`src/rtl/evm_control_unit.sv`:
```
// rtl/evm_control_unit.sv - control core of a 4-candidate electronic voting machine
//
// Purpose: enforces one vote per 6-bit voter ID through a 64-bit voted-UID bitmap.
// Keeps per-candidate and total tallies, echoes the last accepted vote (VVPAT),
// drives status LEDs, and in result mode reports a candidate count and the winner.
//
// Optional feature: define EVM_TIE_FLAG_EN to report ties on the maximum
// non-zero count as result=3'b111. Without it, ties resolve to the lowest index.
//
// Ports:
//   clock                 in   rising-edge system clock
//   reset                 in   synchronous, active-high
//   c1..c4                in   candidate buttons
//   mode                  in   1 = voting, 0 = result
//   UID                   in   6-bit voter ID
//   enter                 in   cast/confirm key (level)
//   led                   out  [0] accept pulse, [1] duplicate, [2] bad buttons,
//                              [3] voting mode, [7:4] one-hot last accepted candidate
//   votecount             out  result mode: selected candidate count, saturated to 15
//   result                out  result mode: winner code (0 = no votes)
//   totalvotes            out  accepted votes
//   vvpat_votedfor        out  last accepted candidate number 1..4
//   e_total_votes_casted  out  qualified attempts (rising edges of req)
//   count                 out  voted-UID bitmap
module evm_control_unit #(
  parameter int CNT_W = 8
) (
  input  logic             clock,
  input  logic             reset,
  input  logic             c1,
  input  logic             c2,
  input  logic             c3,
  input  logic             c4,
  input  logic             mode,
  input  logic [5:0]       UID,
  input  logic             enter,
  output logic [7:0]       led,
  output logic [3:0]       votecount,
  output logic [2:0]       result,
  output logic [CNT_W-1:0] totalvotes,
  output logic [7:0]       vvpat_votedfor,
  output logic [CNT_W-1:0] e_total_votes_casted,
  output logic [63:0]      count
);

  localparam logic [CNT_W-1:0] CNT_MAX = '1;
  localparam logic [CNT_W-1:0] VC_MAX  = CNT_W'(15);

  logic [CNT_W-1:0] cand_cnt [4];
  logic             req_q;

  logic [3:0]       btn;
  logic             sel_one;
  logic [1:0]       sel_idx;
  logic             req;
  logic             already;
  logic [CNT_W-1:0] sel_cnt;

  logic [1:0]       best_idx;
  logic [CNT_W-1:0] best_cnt;
  logic             tie;
  logic [2:0]       winner;

  assign btn     = {c4, c3, c2, c1};
  assign req     = mode & enter & sel_one;
  assign already = count[UID];
  assign sel_cnt = cand_cnt[sel_idx];

  always_comb begin
    sel_one = 1'b1;
    sel_idx = 2'd0;
    case (btn)
      4'b0001: sel_idx = 2'd0;
      4'b0010: sel_idx = 2'd1;
      4'b0100: sel_idx = 2'd2;
      4'b1000: sel_idx = 2'd3;
      default: sel_one = 1'b0;
    endcase
  end

  // Strict '>' keeps the lowest index on equal counts; tie is only raised
  // for equality on the running maximum and is cleared when a larger count appears.
  always_comb begin
    best_idx = 2'd0;
    best_cnt = cand_cnt[0];
    tie      = 1'b0;
    for (int i = 1; i < 4; i++) begin
      if (cand_cnt[i] > best_cnt) begin
        best_cnt = cand_cnt[i];
        best_idx = i[1:0];
        tie      = 1'b0;
      end else if ((cand_cnt[i] == best_cnt) && (best_cnt != '0)) begin
        tie = 1'b1;
      end
    end
  end

`ifdef EVM_TIE_FLAG_EN
  assign winner = tie ? 3'b111 : ({1'b0, best_idx} + 3'd1);
`else
  assign winner = {1'b0, best_idx} + 3'd1;
`endif

  always_ff @(posedge clock) begin
    if (reset) begin
      for (int i = 0; i < 4; i++) cand_cnt[i] <= '0;
      totalvotes           <= '0;
      e_total_votes_casted <= '0;
      count                <= '0;
      vvpat_votedfor       <= '0;
      led                  <= '0;
      votecount            <= '0;
      result               <= '0;
      req_q                <= 1'b0;
    end else begin
      req_q  <= req;
      led[3] <= mode;
      led[0] <= 1'b0;

      if (req && !req_q && (e_total_votes_casted != CNT_MAX))
        e_total_votes_casted <= e_total_votes_casted + CNT_W'(1);

      if (req && !already) begin
        if (cand_cnt[sel_idx] != CNT_MAX)
          cand_cnt[sel_idx] <= cand_cnt[sel_idx] + CNT_W'(1);
        if (totalvotes != CNT_MAX)
          totalvotes <= totalvotes + CNT_W'(1);
        count[UID]     <= 1'b1;
        vvpat_votedfor <= {6'd0, sel_idx} + 8'd1;
        led[7:4]       <= 4'b0001 << sel_idx;
        led[0]         <= 1'b1;
      end

      // Error flags latch while enter is held and drop as soon as it is released.
      if (!enter || !mode) begin
        led[1] <= 1'b0;
        led[2] <= 1'b0;
      end else begin
        if (req && already) led[1] <= 1'b1;
        if (!sel_one)       led[2] <= 1'b1;
      end

      if (mode) begin
        votecount <= '0;
        result    <= '0;
      end else begin
        if (!sel_one)            votecount <= '0;
        else if (sel_cnt > VC_MAX) votecount <= 4'hF;
        else                     votecount <= sel_cnt[3:0];
        result <= (totalvotes == '0) ? 3'd0 : winner;
      end
    end
  end

endmodule

```
`config.mk`:
```
export PLATFORM = sky130hd
export DESIGN_NAME = evm_control_unit
export DESIGN_NICKNAME = d
export VERILOG_FILES = /design/src/rtl/evm_control_unit.sv
export SDC_FILE = /design/constraint.sdc
export NUM_CORES = 1
export LEC_CHECK = 0
export ABC_AREA = 0
export CORE_MARGIN = 2
export CORE_UTILIZATION = 58
export CTS_CLUSTER_DIAMETER = 100
export DETAILED_ROUTE_END_ITERATION = 12
export PLACE_DENSITY_LB_ADDON = 0.1
export SETUP_SLACK_MARGIN = 0.02
export SLEW_MARGIN = 20
export SYNTH_ARGS = -nofsm -noshare
export SYNTH_HDL_FRONTEND = slang
export SYNTH_SLANG_ARGS = --single-unit
```
`constraint.sdc`:
```
create_clock -name clock -period 13.8 [get_ports clock]
set_input_delay 2.07 -clock clock [delete_from_list [all_inputs] [get_ports clock]]
set_output_delay 2.07 -clock clock [all_outputs]
set_load 0.005 [all_outputs]
```
# Word level (Yosys, flattened, before mapping)
# Memory sizes are Yosys's and may differ from the RTL's.
# Cells that the tools add are included.
[totals]
mem_bits_rw = 32
out_inout_bits = 103
memories = 1
wordCells = 74
reg_bits = 104
[op_classes]
shifts = 1
n_mux = 22
addsub = 5
n_reduce_logical = 17
magnitude_cmp = 6
n_eq_ne = 7
n_bitwise = 4
[mem_list]
columns = ["memory", "depth", "width", "read_ports", "rd_clocked_by_memory_dff", "wr", "line_no", "source"]
rows = [
  ["cand_cnt", 4, 8, 5, 0, 4, "49", "logic [CNT_W-1:0] cand_cnt [4];"],
]
[op_table]
columns = ["operator", "count"]
rows = [
  ["OR 64 bit", 1],
  ["adder 8 x 1 -> 8 bit (second input constant)", 3],
  ["greater-than comparator 8 bit", 3],
  ["2-to-1 mux 8 bit", 3],
  ["inequality test 8 bit (second input constant)", 3],
  ["2-to-1 mux 1 bit", 12],
  ["greater-than comparator 8 x 4 -> 1 bit (second input constant)", 1],
  ["logical NOT 8 bit", 1],
  ["OR reduction 8 bit", 1],
  ["< comparator 6 x 7 -> 1 bit (second input constant)", 1],
  ["adder 2 x 1 -> 3 bit (second input constant)", 2],
  ["binary-select mux 1 bit (select 6 bit)", 1],
  ["demux 1 bit (select 6 bit)", 1],
  ["greater-or-equal comparator 6 x 1 -> 1 bit (second input constant)", 1],
  ["2-to-1 mux 2 bit", 3],
  ["one-hot mux 2 bit (3 select lines)", 1],
  ["OR reduction 3 bit", 2],
  ["logical AND 1 bit", 5],
  ["== test 4 x 1 -> 1 bit (second input constant)", 1],
  ["== test 4 x 2 -> 1 bit (second input constant)", 1],
  ["== test 4 x 3 -> 1 bit (second input constant)", 1],
  ["== test 4 bit (second input constant)", 1],
  ["logical NOT 1 bit", 4],
  ["2-to-1 mux 4 bit", 1],
  ["other kinds (7)", 8],
]

# Logic depth before layout (Yosys ltp)
[depth]
word_depth = 10
depth_mapped = 27
mapped_depth_nobuf = 26

# Least setup slack after synthesis
# Ideal clock, no wire load.
[synth_path]
path_type = "register to register"
start = "memory cand_cnt[1][1]"
end = "register result[1]"
path_stages_with_launch = 27
period_less_slack_ns = 5.695
arrival_ns = 5.580
n_path_buf = 1
slack_ns = 8.105
setup_time_ns = 0.115
cell_sequence = "edfxtp_1 -> ha_1 -> nor2b_1 -> o21a_1 -> o21ai_0 -> a211o_1 -> a21o_1 -> clkbuf_1 -> mux2i_1 -> ha_1 -> nor2b_1 -> o21a_1 -> o21a_1 -> o21a_1 -> o21a_1 -> o21ai_1 -> mux2_2 -> ha_1 -> nor2b_1 -> o21a_1 -> o21a_1 -> o21ai_0 -> a21oi_1 -> o31ai_1 -> o21ai_0 -> ha_1 -> and2_1"
[synth_lines]
columns = ["item", "line_no", "source"]
rows = [
  ["start: declaration", "49", ""],
  ["end signal: assignment", "150", "result <= (totalvotes == '0) ? 3'd0 : winner;"],
  ["end: declaration", "39", "output logic [2:0] result,"],
]

==> flow_metrics.tcl <==
set metrics [dict create \
    leakage_nw 3.03 \
    p_int_mw 0.685 \
    hold_end "led[1]$_SDFFE_PP0P_" \
    place_ws_ns 7.25 \
    num-fill-cells 845 \
    hp-start "led[1]$_SDFFE_PP0P_" \
    power_per_cell_area_nw_per_um2 108 \
    hpwl_mm 13.4 \
    grt_max_degree 101 \
    slew-limit-headroom_pct 32.2 \
    end_kind "register" \
    finalWirelength_mm 19.3 \
    cts_resized 0 \
    hold_depth 1 \
    timing_max_transition_violations_final 0 \
    hold_class "register to register" \
    switching_share_pct 25.8 \
    gp_congestion 0.979 \
    layout_min_cycle_time_ns 6.42 \
    synth_xor_area_share_pct 2.16 \
    synth_compound_area_share_pct 20.3 \
    peakVddDrop_mv 0.164 \
    syn_inst 712 \
    crit_required_ns 14.11 \
    r2r_slack_ns 7.38 \
    fmax_ghz 0.156 \
    post-route-period-util_pct 46.6 \
    drc 0 \
    crit_path_top_delay_cell "o21ai_1" \
    cts_made_buffers 17 \
    yosys_warnings 0 \
    crit_start "cand_cnt[1][1]$_SDFFCE_PN0P_" \
    finalSetupViolCount 0 \
    pwr-share-comb_pct 11.3 \
    avgSynthCellArea_um2 9.62 \
    synth-seq-area-share_pct 42.7 \
    fin_setup_tns_ns 0 \
    layout.nets 849 \
    synthMuxAreaShare_pct 5.02 \
    tritoncts "yes" \
    die_w_um 113 \
    n_antenna_cell 0 \
    placed_area_um2 7950 \
    dieArea_um2 12700 \
    critPathMaxFanout 10 \
    vias 6220 \
    cp_common_cell "o21a_1" \
    fp-row-count 39 \
    status "finished clean" \
    yosys.area_share.simple_pct 15.7 \
    timing.rr.start "cand_cnt[1][1]$_SDFFCE_PN0P_" \
    cts.sinks 130 \
    core_area_um2 11500 \
    synthesis.area_um2 6850 \
    switching_power_mw 0.238 \
    synth_edf_count 32 \
    rr_endpoint "result[1]$_SDFF_PP0_" \
    rsz0062_at_grt "no" \
    most-common-layout-cells "clkdlybuf4s50_1, dfxtp_1, inv_1" \
    synth_top_family_by_area "compound AO/OA/AOI/OAI gates" \
    holdBufCountCts 0 \
    clkTransAtPathRegs_ns 0.06 \
    power_mw 0.923 \
    grt_usage_pct 30.4 \
    cts_buffer_depth 2 \
    first_pass_iters 5 \
    yosysUniqueCellTypes 66 \
    clk_latency_ns 0.42 \
    fin_skew_ns 0.00898 \
    seqPwrFrac_pct 43.3 \
    crit_arrival_ns 6.73 \
    netlist_top_cells_area "dfxtp_1, edfxtp_1, o32ai_1, ha_1, inv_1" \
    cpPeakStageDelay_ns 0.62 \
    final_area_um2 8500 \
    worst_r2r_path_depth 25 \
    ioPinCount 117 \
    gr-total-overflow 0 \
    critical_path_class "register to register" \
    dr.first_iter.drc_count 526 \
    grt_pass1_wl_mm 30.8 \
    cts_root_buf "clkbuf_16" \
    hold_viol_final 0 \
    vias_per_cell 6.49 \
    drive_gt1_share_pct 8.59 \
    wl_per_cell_um 20.1 \
    synth_top_area_cell "dfxtp_1" \
    startpoint_type "register" \
    ys_seq_elements 130 \
    grt_pass1_vias 5881 \
    antenna_found_initial 0 \
    die_h_um 113 \
    htree_levels 4 \
    post-route-util_pct 74.2 \
    layout_commonest_cell "clkdlybuf4s50_1" \
    p_clk_share_pct 45.4 \
    synth_fa_ha_area_share_pct 6.03 \
    syn2layout_area_growth_pct 24.2 \
    synth_ff_type "dfxtp_1" \
    worst_slack_ns 7.38 \
    tightest_slew_ns 1.01 \
    initial_core_util_pct 59.7 \
    postSynth.asyncResetShare_pct 0 \
    cts_setup_buffers 0 \
    antenna_left 0 \
    synth_top_area_share_pct 28.6 \
    drv_cap 0 \
    numPortBuffers 111 \
]
==> area by class of cell <==
type                            count  area [um^2]  share of cell area, %
Timing Repair Buffer              115         1140                   13.4
Clock inverter                     13          111                   1.31
Sequential cell                   130         2920                   34.4
Clock buffer                       19          443                   5.21
Tap cell                          143          179                   2.10
Inverter                           84          315                   3.71
Multi-Input combinational cell    454         3400                   39.9
==> state kept, by name (all words and copies together) (netlist names) <==
| name | count |
|---|---|
| result | 3 |
| vvpat_votedfor | 2 |
| e_total_votes_casted | 8 |
| req_q | 1 |
| led | 8 |
| count | 64 |
| votecount | 4 |
| totalvotes | 8 |
| cand_cnt | 32 |
==> synth_stat cells (12+ instances only) <==
cell type	count
a21oi_1	15
mux2_2	18
a221oi_1	21
o32ai_1	56
nand3_1	21
ha_1	33
o21ai_0	13
inv_1	83
dfxtp_1	98
nand2_1	23
edfxtp_1	32
nor2_1	46
clkbuf_1	27
nor2b_1	22
o21a_1	14
mux2i_1	13
nand4_1	12
nor3_1	13
==> metrics by stage <==
stage | std cells | hold WS (ns)
floorplan | 716 | 0.460
global placement | 926 | 0.455
detailed placement | 926 | 0.462
CTS | 958 | 0.475
global route | 958 | 0.484
finish | 958 | 0.470
==> worst max-delay path: cells and delay by family, from the launching register on <==
kind	cells	cell delay [ns]
DFF	1	0.43
adders and majority gates	4	1.21
and+or+nand+nor	4	0.52
AOI/OAI and AO/OA	15	3.41
muxes	2	0.75
==> power groups by stage <==
stage	Combinational [mW]	Sequential, mW	Clock (mW)
finish	0.104	0.399	0.419
global route	0.113	0.400	0.440
CTS	0.102	0.399	0.423
detailed placement	0.101	0.407	0
global placement	0.0981	0.407	0
floorplan	0.0737	0.406	0
==> worst max-delay path by stage <==
stage | endpoint | slack, ns
6_report | result[1]$_SDFF_PP0_ | 7.38
5_1_grt | result[1]$_SDFF_PP0_ | 6.94
4_1_cts | result[1]$_SDFF_PP0_ | 7.44
3_5_place_dp | cand_cnt[1][6]$_SDFFCE_PN0P_ | 7.25
3_3_place_gp | cand_cnt[1][6]$_SDFFCE_PN0P_ | 7.45
2_1_floorplan | result[1]$_SDFF_PP0_ | 8.10
==> cells by family (layout without fill, tap and decap cells) <==
logic type / Yosys count / in the layout
AND/OR/NAND/NOR: 192 / 192
AO/OA/AOI/OAI: 176 / 176
buffers and inverters: 132 / 231
flip-flops: 130 / 130
adder cells (fa/ha/maj): 33 / 33
multiplexers: 32 / 32
XOR/XNOR: 16 / 16
other: 1 / 5
==> layer usage <==
| metal | GRT usage [%] | wire length [um] | share of wire (%) | vias up |
|---|---|---|---|---|
| met5 | 0 | 0 | 0 | - |
| met4 | 12.0 | 675 | 3.5 | 0 |
| met3 | 6.80 | 1680 | 8.7 | 71 |
| met2 | 49.1 | 9280 | 48 | 365 |
| met1 | 39.7 | 7630 | 40 | 2967 |
| li1 | - | - | - | 2817 |
Power figures use the tool's default switching activity.
